## src/rtl/switch_pkg.sv

```systemverilog
// Shared types and default timing constants for the push-button conditioning path.
package switch_pkg;

    typedef enum logic [1:0] {
        IDLE,
        PRESSED,
        REPEATING
    } hold_state_t;

    localparam int unsigned CLK_HZ = 25000000;

    // 10 ms debounce, 500 ms before auto-repeat, 100 ms repeat period.
    localparam int unsigned DEFAULT_DEBOUNCE_LIMIT = CLK_HZ / 100;
    localparam int unsigned DEFAULT_HOLD_LIMIT     = CLK_HZ / 2;
    localparam int unsigned DEFAULT_REPEAT_LIMIT   = CLK_HZ / 10;

    function automatic int unsigned max_u(input int unsigned a, input int unsigned b);
        return (a > b) ? a : b;
    endfunction

endpackage

```

## src/rtl/switch_debounce.sv

```systemverilog
// Two-flop synchroniser plus stable-count debouncer for a raw mechanical switch.
// o_Change flags that o_Switch flips on the next clock edge.
module switch_debounce
    import switch_pkg::*;
#(
    parameter int unsigned DEBOUNCE_LIMIT = DEFAULT_DEBOUNCE_LIMIT
) (
    input  logic i_Clk,
    input  logic i_Reset,
    input  logic i_Switch,
    output logic o_Switch,
    output logic o_Change
);

    localparam int unsigned CW = $clog2(DEBOUNCE_LIMIT);
    localparam logic [CW-1:0] COUNT_LAST = CW'(DEBOUNCE_LIMIT - 1);

    logic [1:0]    sync_q;
    logic          s_sync;
    logic [CW-1:0] count_q, count_d;
    logic          switch_q;

    assign s_sync = sync_q[1];

    always_comb begin
        count_d  = '0;
        o_Change = 1'b0;
        if (s_sync != switch_q) begin
            if (count_q == COUNT_LAST) begin
                o_Change = 1'b1;
            end else begin
                count_d = count_q + CW'(1);
            end
        end
    end

    always_ff @(posedge i_Clk) begin
        if (i_Reset) begin
            sync_q   <= 2'b00;
            count_q  <= '0;
            switch_q <= 1'b0;
        end else begin
            sync_q   <= {sync_q[0], i_Switch};
            count_q  <= count_d;
            switch_q <= switch_q ^ o_Change;
        end
    end

    assign o_Switch = switch_q;

endmodule

```

## src/rtl/switch_conditioner.sv

```systemverilog
// Debounced switch level with press/release pulses and hold-to-repeat pulses,
// all registered so they line up with the debounced level.
module switch_conditioner
    import switch_pkg::*;
#(
    parameter int unsigned DEBOUNCE_LIMIT = DEFAULT_DEBOUNCE_LIMIT,
    parameter int unsigned HOLD_LIMIT     = DEFAULT_HOLD_LIMIT,
    parameter int unsigned REPEAT_LIMIT   = DEFAULT_REPEAT_LIMIT
) (
    input  logic i_Clk,
    input  logic i_Reset,
    input  logic i_Switch,
    output logic o_Switch,
    output logic o_Press,
    output logic o_Release,
    output logic o_Repeat,
    output logic o_Held
);

    localparam int unsigned TW = max_u($clog2(HOLD_LIMIT), $clog2(REPEAT_LIMIT));
    localparam logic [TW-1:0] HOLD_LAST   = TW'(HOLD_LIMIT - 1);
    localparam logic [TW-1:0] REPEAT_LAST = TW'(REPEAT_LIMIT - 1);

    logic        deb_switch;
    logic        deb_change;
    logic        rise, fall;

    hold_state_t   state_q, state_d;
    logic [TW-1:0] timer_q, timer_d;
    logic          repeat_d;
    logic          press_q, release_q, repeat_q, held_q;

    switch_debounce #(
        .DEBOUNCE_LIMIT(DEBOUNCE_LIMIT)
    ) u_debounce (
        .i_Clk   (i_Clk),
        .i_Reset (i_Reset),
        .i_Switch(i_Switch),
        .o_Switch(deb_switch),
        .o_Change(deb_change)
    );

    // Acting on the pending change keeps pulses and FSM aligned with the new level.
    assign rise = deb_change & ~deb_switch;
    assign fall = deb_change & deb_switch;

    always_comb begin
        state_d  = state_q;
        timer_d  = timer_q;
        repeat_d = 1'b0;
        if (fall) begin
            state_d = IDLE;
            timer_d = '0;
        end else begin
            case (state_q)
                IDLE: begin
                    if (rise) begin
                        state_d = PRESSED;
                        timer_d = '0;
                    end
                end
                PRESSED: begin
                    if (timer_q == HOLD_LAST) begin
                        repeat_d = 1'b1;
                        state_d  = REPEATING;
                        timer_d  = '0;
                    end else begin
                        timer_d = timer_q + TW'(1);
                    end
                end
                REPEATING: begin
                    if (timer_q == REPEAT_LAST) begin
                        repeat_d = 1'b1;
                        timer_d  = '0;
                    end else begin
                        timer_d = timer_q + TW'(1);
                    end
                end
                default: begin
                    state_d = IDLE;
                    timer_d = '0;
                end
            endcase
        end
    end

    always_ff @(posedge i_Clk) begin
        if (i_Reset) begin
            state_q   <= IDLE;
            timer_q   <= '0;
            press_q   <= 1'b0;
            release_q <= 1'b0;
            repeat_q  <= 1'b0;
            held_q    <= 1'b0;
        end else begin
            state_q   <= state_d;
            timer_q   <= timer_d;
            press_q   <= rise;
            release_q <= fall;
            repeat_q  <= repeat_d;
            held_q    <= (state_d == REPEATING);
        end
    end

    assign o_Switch  = deb_switch;
    assign o_Press   = press_q;
    assign o_Release = release_q;
    assign o_Repeat  = repeat_q;
    assign o_Held    = held_q;

endmodule

```

## config.mk

```make
export PLATFORM = sky130hd
export DESIGN_NAME = switch_conditioner
export DESIGN_NICKNAME = d
export VERILOG_FILES = /design/src/rtl/switch_pkg.sv /design/src/rtl/switch_debounce.sv /design/src/rtl/switch_conditioner.sv
export SDC_FILE = /design/constraint.sdc
export NUM_CORES = 1
export LEC_CHECK = 0
export BUFFER_PORTS_ARGS = -buffer_cell sky130_fd_sc_hd__buf_2
export CORE_ASPECT_RATIO = 1.1
export CORE_UTILIZATION = 32
export DETAILED_ROUTE_END_ITERATION = 8
export HOLD_SLACK_MARGIN = 0.02
export MAX_ROUTING_LAYER = met4
export PLACE_DENSITY = 0.58
export SETUP_SLACK_MARGIN = 0.05
export SLEW_MARGIN = 40
export SYNTH_ARGS = -nofsm -noshare
export SYNTH_HDL_FRONTEND = slang
export SYNTH_HIERARCHICAL = 1
export SYNTH_SLANG_ARGS = --single-unit
export TNS_END_PERCENT = 5
```

## constraint.sdc

```tcl
create_clock -name i_Clk -period 2.9 [get_ports i_Clk]
set_input_delay 0 -clock i_Clk [delete_from_list [all_inputs] [get_ports i_Clk]]
set_output_delay 0 -clock i_Clk [all_outputs]
set_load 0.01 [all_outputs]
```

# ---- Yosys cells after proc, flatten, opt, wreduce, memory -nomap -nowiden
# Index checks and enable logic that the tools add are counted.
dict set report totals {
  reg_bits 51
  inputBits 3
  output_inout_bits 5
  word_cells 40
}
dict set report classes {
  n_addsub 2
  eq_ne 8
  muxes 13
  n_bitwise 5
  n_reduce_logical 3
}
# operator n
set ops {}
lappend ops {{two-way mux 24 bit} 3}
lappend ops {{one-hot mux 24 bit (3 select lines)} 1}
lappend ops {{adder 24 x 1 -> 24 bit, second input constant} 1}
lappend ops {{equality test 24 x 22 -> 1 bit, second input constant} 1}
lappend ops {{equality test 24 bit, second input constant} 1}
lappend ops {{adder 18 x 1 -> 18 bit, second input constant} 1}
lappend ops {{equality test 18 bit, second input constant} 1}
lappend ops {{two-way mux 2 bit} 3}
lappend ops {{one-hot mux 2 bit (3 select lines)} 1}
lappend ops {{equality test 2 bit, second input constant} 2}
lappend ops {{two-way mux 1 bit} 4}
lappend ops {{OR reduction 3 bit} 1}
lappend ops {{bitwise AND 1 bit} 2}
lappend ops {{equality test 2 x 1 -> 1 bit, second input constant} 1}
lappend ops {{logical NOT 2 bit} 1}
lappend ops {{inequality test 2 bit, second input constant} 1}
lappend ops {{inverter 1 bit} 2}
lappend ops {{one-hot mux 1 bit (2 select lines)} 1}
lappend ops {{OR reduction 2 bit} 1}
lappend ops {{inequality test 1 bit} 1}
lappend ops {{XOR 1 bit} 1}

# ---- Longest topological paths before layout
# Gate-level depths: netlist of run 1.
dict set report depth {
  ltp_word 8
  mapped_depth 11
  ltp_nobuf 10
}

# ---- Modules after synthesis
# Netlist of run 1, hierarchy kept.
# mod n_inst cells_each area_per_inst_um2 seq_area_each_um2
set modules_own_cells {}
lappend modules_own_cells {switch_conditioner 1 177 1585.3 600.6}
lappend modules_own_cells {switch_debounce 1 106 935.9 420.4}

# ---- Least setup slack after synthesis of run 1
# OpenSTA, ideal clock, no wires.
dict set report synth_path {
  path_kind {register to register}
  start {register u_debounce.count_q[0]}
  end {register timer_q[23]}
  setup_time_ps 115
  arrival_ps 2452
  required_time_ps 2785
  setup_slack_ps 334
  stages_incl_launch_ff 12
  n_path_buf 1
  period_less_slack_ps 2566
  cell_sequence {dfxtp_1 ha_1 and3_1 nand3_1 or2_2 nor2_1 nand2b_1 a211o_1 buf_2 nor4_1 xnor2_1 nor2_1}
}
dict set report synth_between {
  elab_chain_cells 5
  word_cells_on_any_way 7
  classes_between {2 x eq/ne; 2 x mux; 2 x bitwise; 1 x reduce/logical}
}
# element line_no
set synth_rtl {}
lappend synth_rtl {{start: declaration} switch_debounce.sv:20} ;# logic [CW-1:0] count_q, count_d;
lappend synth_rtl {{start signal: assignment} switch_debounce.sv:44} ;# count_q <= count_d;
lappend synth_rtl {{equality test 18 bit *} switch_debounce.sv:29} ;# if (count_q == COUNT_LAST) begin
lappend synth_rtl {{two-way mux 1 bit *} switch_debounce.sv:29}
lappend synth_rtl {{two-way mux 1 bit *} switch_debounce.sv:28} ;# if (s_sync != switch_q) begin
lappend synth_rtl {{net deb_change} switch_conditioner.sv:25} ;# logic deb_change;
lappend synth_rtl {{bitwise AND 1 bit (on tied branches)} {switch_conditioner.sv:44, switch_conditioner.sv:45}}
lappend synth_rtl {{inequality test 2 bit (no source line) / OR reduction 2 bit (equally long branches)} --}
lappend synth_rtl {{end signal: assignment} switch_conditioner.sv:97} ;# timer_q <= timer_d;
lappend synth_rtl {{end: declaration} switch_conditioner.sv:29} ;# logic [TW-1:0] timer_q, timer_d;
# Mark *: on every way through the listed nets, which the timed path passes. The rest lies on a longest branch.
# A chain may end at the register's enable or synchronous reset.

# ---- Worst setup path in the final report of run 1
# Ends and elaborated chain as after synthesis.

==> impl_metrics.py, run 1 <==
metrics = {
    "yosys": {
        "synth_cells": 283,
        "synth_top_area_frac": 0.4050,
        "yosys_warnings": 6,
        "ys_types": 51,
        "yosysMostFrequentCell": "dfxtp_1",
        "syn-cell-area_um2": 2521,
        "synth_top_cell_by_area": "dfxtp_1",
        "synth_area_leaders": "dfxtp_1, xnor2_1, nor2_1",
        "ys_async_sr_fraction": 0,
        "avgSynthCellArea_um2": 8.909,
        "ys_seq_area_frac": 0.4050,
        "yosys_register_bits": 51,
        "ys_top_cells_by_count": "dfxtp_1, nor2_1, xnor2_1",
        "synth_edf_count": 0,
        "dominantRegCellSynth": "dfxtp_1",
        "syn_nets": 292,
    },
    "critical_path": {
        "critPathMaxFanout": 8,
        "reg2reg_from": "u_debounce/count_q[0]",
        "crit_required_ps": 3110,
        "critPathCaptureType": "register",
        "cp-start-kind": "register",
        "worstSetupPathType": "reg -> reg",
        "ff2ff_path_depth": 10,
        "r2r_setup_slack_ps": 240,
        "r2r-end": "timer_q[23]",
        "cp.arrival_ps": 2870,
    },
    "floorplan": {
        "die_h_um": 95.10,
        "die-area_um2": 8238,
        "rows": 33,
        "io_pins": 8,
        "coreArea_um2": 7556,
        "start_util": 0.3337,
        "die_x_um": 86.63,
    },
    "layout": {
        "synthToLayoutAreaGrowth_pct": 13.50,
        "drive_gt1_frac": 0.1367,
        "nets": 308,
        "regArea_um2": 1021,
        "multi_input_area_um2": 1440,
        "fin_area_um2": 2861,
        "diodes": 0,
        "num-fill-cells": 792,
    },
    "global_route": {
        "track_usage": 0.1308,
        "antenna_found_initial": 0,
        "grt_pass1_wl_mm": 8.114,
        "globalRouteOverflowTotal": 0,
        "grt_max_degree": 22,
        "grt_pass1_vias": 1808,
    },
    "worst_hold_path": {
        "holdCritPathClass": "reg -> reg",
        "hold_path_end": "u_debounce/sync_q[1]",
        "min_path_cells": 1,
        "hp-start": "u_debounce/sync_q[0]",
    },
    "sta": {
        "hold_viol": 0,
        "min_period_over_period": 0.9174,
        "fin_skew_ps": 9.247,
        "worst_pin_slew_ps": 688.0,
        "clock.fmax_ghz": 0.3759,
        "post-route-min-period_ps": 2661,
        "rsz0062_at_grt": "yes",
        "setup-tns-final_ps": 0,
        "slew_violations": 0,
        "relSlewSlack": 0.5413,
        "finalSetupViolCount": 0,
    },
    "place": {
        "dpl_cell_area_um2": 2675,
        "port_buffers": 7,
        "place.gp.congestion": 0.7661,
        "hpwl_mm": 3.299,
    },
    "cts": {
        "cts_tree": "built",
        "clkLatencyLatePin_ps": 310,
        "cts_buffers": 5,
        "clk_pin_slew_ps": 100,
        "cts_buffer_depth": 2,
        "cts_root_buf": "clkbuf_8",
        "clock-sinks": 51,
        "cts.htree.levels": 2,
    },
    "pwr": {
        "cellLeakagePower_nw": 0.9038,
        "ir_worst_vdd_mv": 0.2014,
        "power-per-cell-area_nw_per_um2": 428.8,
    },
    "routing": {
        "ant_nets": 0,
        "remaining_drc_errors": 0,
        "vias": 1956,
        "dr.pass1.iters": 5,
        "avgViaCountPerCell": 4.830,
        "wl_per_cell_um": 11.99,
        "drt_iter0_drc": 41,
        "finalWirelength_mm": 4.855,
    },
    "flow_run": {
        "drv_cap": 0,
    },
    "status": {
        "status": "complete, no violations",
    },
}
==> logic make-up after synthesis <==
family | after synthesis | share of synthesized area
flops | 51 | 0.4050
compound gates | 25 | 0.07693
fa+ha+maj | 6 | 0.02978
simple gates | 148 | 0.3246
xor+xnor | 37 | 0.1285
buf+inv | 16 | 0.03523
==> power by group <==
part / switching, mW / total, mW / internal, mW / leakage [nW]
Combinational: 0.0132 / 0.0229 / 0.00963 / 0.435
Clock: 0.245 / 0.502 / 0.257 / 0.0581
Sequential: 0.000942 / 0.702 / 0.701 / 0.411
Total: 0.259 / 1.23 / 0.968 / 0.904
==> repair_timing <==
item / in CTS / in global routing
hold buffers: 3 / 0
endpoints found under the hold margin: 6 / 0
buffers inserted: 0 / 2
endpoints found under the setup margin: 0 / 20
resized for setup: 0 / 6
==> sequential cells by signal, summed over array words and instances (netlist names), named ones only <==
name                flops
timer_q                24
u_debounce/count_q     18
state_q                 2
u_debounce/sync_q       2
o_Held                  1
o_Press                 1
o_Release               1
o_Repeat                1
==> cell usage in the layout, fill, tap and decap left out, types with 9 or more instances in the layout <==
master and n:
nand4_1 10, xnor2_1 32, dfxtp_1 51, nor3_1 11, nand3_1 12, nand2_1 20, inv_1 9, nor2_1 45
==> final cells by class <==
type / count / share of cell area
Clock inverter: 3 / 0.01530
Sequential cell: 51 / 0.3568
Clock buffer: 5 / 0.02405
Multi-Input combinational cell: 216 / 0.5033
Timing Repair Buffer: 16 / 0.04285
Tap cell: 105 / 0.04591
Inverter: 9 / 0.01181
==> how the worst max path moves through the flow <==
stage	end	start	slack [ps]
finish	timer_q[23]	u_debounce/count_q[0]	240
global route	timer_q[12]	u_debounce/count_q[0]	30
CTS	timer_q[23]	u_debounce/count_q[0]	130
detailed placement	timer_q[23]	u_debounce/count_q[0]	150
global placement	timer_q[23]	u_debounce/count_q[0]	240
floorplan	timer_q[23]	u_debounce/count_q[0]	330
==> metal layers <==
metal / global-route usage / wire, um / vias up
met4: 0.06667 / 87 / 0
li1: - / - / 1020
met5: - / 0 / -
met1: 0.1513 / 2266 / 910
met3: 0.02944 / 115 / 8
met2: 0.2136 / 2386 / 18
==> critical path, cell delays in order, from the launching register on <==
cell and delay (ps):
dfxtp_1 400, ha_1 210, and3_1 240, nand3_1 100, or2_2 320, nor2_1 170, nand2b_1 190, a211o_4 420
nor4_2 320, xnor2_1 150, nor2_1 50
==> through the flow <==
| stage | hold slack (ps) | setup slack, ps | utilization | power, mW | instances |
|---|---|---|---|---|---|
| after global routing | 472.9 | 26.95 | 0.3787 | 1.282 | 405 |
| final | 445.7 | 239.4 | 0.3787 | 1.227 | 405 |
| after global placement | 216.5 | 240.5 | 0.3540 | 0.7388 | 392 |
| after floorplan | 69.07 | 333.7 | - | 0.7324 | 283 |
| after detailed placement | 220.3 | 153.6 | 0.3540 | 0.7387 | 392 |
| after CTS | 451.4 | 133.0 | 0.3729 | 1.249 | 403 |
Power figures use the tool's default switching activity.
==> run 2: changes to the inputs <==
--- a/config.mk
+++ b/config.mk
@@ -7,6 +7,7 @@
 export LEC_CHECK = 0
 export BUFFER_PORTS_ARGS = -buffer_cell sky130_fd_sc_hd__buf_2
 export CORE_ASPECT_RATIO = 1.1
+export CORE_MARGIN = 3
 export CORE_UTILIZATION = 32
 export DETAILED_ROUTE_END_ITERATION = 8
 export HOLD_SLACK_MARGIN = 0.02
==> impl_metrics.py, run 2 (same netlist as run 1, synthesis figures left out) <==
metrics = {
    "pwr": {
        "ir_worst_vdd_mv": 0.2533,
        "cellLeakagePower_nw": 0.9075,
        "power-per-cell-area_nw_per_um2": 461.8,
    },
    "cts": {
        "clock-sinks": 51,
        "cts_root_buf": "clkbuf_8",
        "cts_buffers": 5,
        "cts_buffer_depth": 2,
        "cts_tree": "built",
        "cts_setup_buffers": 0,
        "clkLatencyLatePin_ps": 300,
        "cts.htree.levels": 2,
        "clk_pin_slew_ps": 100,
    },
    "layout": {
        "largest_register_ffs": 24,
        "final_core_util": 0.3812,
        "regArea_um2": 1021,
        "top_register": "timer_q",
        "layout_common_cells": "dfxtp_1, nor2_1, xnor2_1",
        "synthToLayoutAreaGrowth_pct": 14.24,
        "largestRegisters": "timer_q x24, u_debounce/count_q x18",
        "nets": 306,
        "layout_commonest_cell": "dfxtp_1",
        "drive_gt1_frac": 0.1342,
        "num-fill-cells": 762,
        "multi_input_area_um2": 1446,
        "diodes": 0,
    },
    "routing": {
        "avgViaCountPerCell": 4.777,
        "ant_nets": 0,
        "vias": 1925,
        "remaining_drc_errors": 0,
        "finalWirelength_mm": 4.808,
        "drt_iter0_drc": 58,
        "wl_per_cell_um": 11.93,
        "dr.pass1.iters": 4,
    },
    "critical_path": {
        "cp-start-kind": "register",
        "worstSetupPathType": "reg -> reg",
        "critPathCaptureType": "register",
        "crit_required_ps": 3110,
        "critPathMaxFanout": 10,
        "cp.arrival_ps": 2890,
    },
    "floorplan": {
        "die-area_um2": 8981,
        "die_x_um": 90.63,
        "start_util": 0.3337,
        "io_pins": 8,
        "die_h_um": 99.10,
        "rows": 33,
        "coreArea_um2": 7556,
    },
    "sta": {
        "clock.fmax_ghz": 0.3729,
        "fin_skew_ps": 15.33,
        "hold_viol": 0,
        "rsz0062_at_grt": "yes",
        "min_period_over_period": 0.9247,
        "setup-tns-final_ps": 0,
        "hold_slack_ps": 449.9,
        "finalSetupViolCount": 0,
        "worst_pin_slew_ps": 655.5,
        "relSlewSlack": 0.5629,
        "post-route-min-period_ps": 2682,
        "setup_ws_ps": 218.2,
        "slew_violations": 0,
    },
    "flow_run": {
        "drv_cap": 0,
    },
    "global_route": {
        "antenna_found_initial": 0,
        "globalRouteOverflowTotal": 0,
        "grt_max_degree": 22,
        "grt_pass1_wl_mm": 8.480,
        "track_usage": 0.1150,
        "grt_pass1_vias": 1915,
    },
    "place": {
        "pre_cts_slack_ps": 162.3,
        "port_buffers": 7,
        "place.gp.congestion": 0.8109,
        "hpwl_mm": 3.361,
    },
    "status": {
        "status": "complete, no violations",
    },
    "worst_hold_path": {
        "holdCritPathClass": "reg -> reg",
    },
}
==> run 2: final cells by class <==
| class | count | area share |
|---|---|---|
| clock inverters | 3 | 0.02476 |
| multi-input cells | 216 | 0.5022 |
| flip-flops and latches | 51 | 0.3545 |
| clock buffers | 5 | 0.02389 |
| well taps | 105 | 0.04561 |
| repair buffers | 14 | 0.03736 |
| inverters | 9 | 0.01173 |
==> run 2: where the power goes <==
group	internal, mW	switching, mW
Combinational	0.00964	0.0131
Clock	0.350	0.254
Sequential	0.702	0.000960
Total	1.06	0.268
==> run 2: path summary, 6_finish.rpt <==
| check | from | to | slack, ps | cells past startpoint |
|---|---|---|---|---|
| worst max register to register | u_debounce/count_q[0] | timer_q[23] | 220 | 10 |
| worst min-delay path | u_debounce/sync_q[0] | u_debounce/sync_q[1] | 450 | 1 |
| worst min register to register | u_debounce/sync_q[0] | u_debounce/sync_q[1] | 450 | 1 |
| worst max-delay path | u_debounce/count_q[0] | timer_q[23] | 220 | 10 |
==> run 2: metal layers <==
layer	track usage	wire length [um]	up-vias
met5	-	0	-
met4	0.03180	36	0
met3	0.02496	70	4
met2	0.1900	2332	11
met1	0.1423	2368	891
li1	-	-	1019
==> run 2: through the flow <==
| step | power (mW) | std cells | cell area [um2] |
|---|---|---|---|
| 3_5_place_dp | 0.7390 | 392 | 2675 |
| 6_report | 1.330 | 403 | 2880 |
| 4_1_cts | 1.346 | 403 | 2845 |
| 5_1_grt | 1.380 | 403 | 2880 |
| 3_3_place_gp | 0.7389 | 392 | 2675 |
| 2_1_floorplan | 0.7324 | 283 | 2521 |
==> run 2: what timing repair did <==
item,CTS,global route
endpoints found under the setup margin,0,21
resized for setup,0,7
endpoints found under the hold margin,6,0
hold buffers,3,0
==> run 2: critical path: stages (launching register included) <==
cell,delay (ps)
dfxtp_1,410
ha_1,220
and3_1,240
nand3_1,110
or2_2,320
nor2_1,150
nand2b_1,170
a211o_4,450
nor4_2,320
xnor2_1,150
nor2_1,50
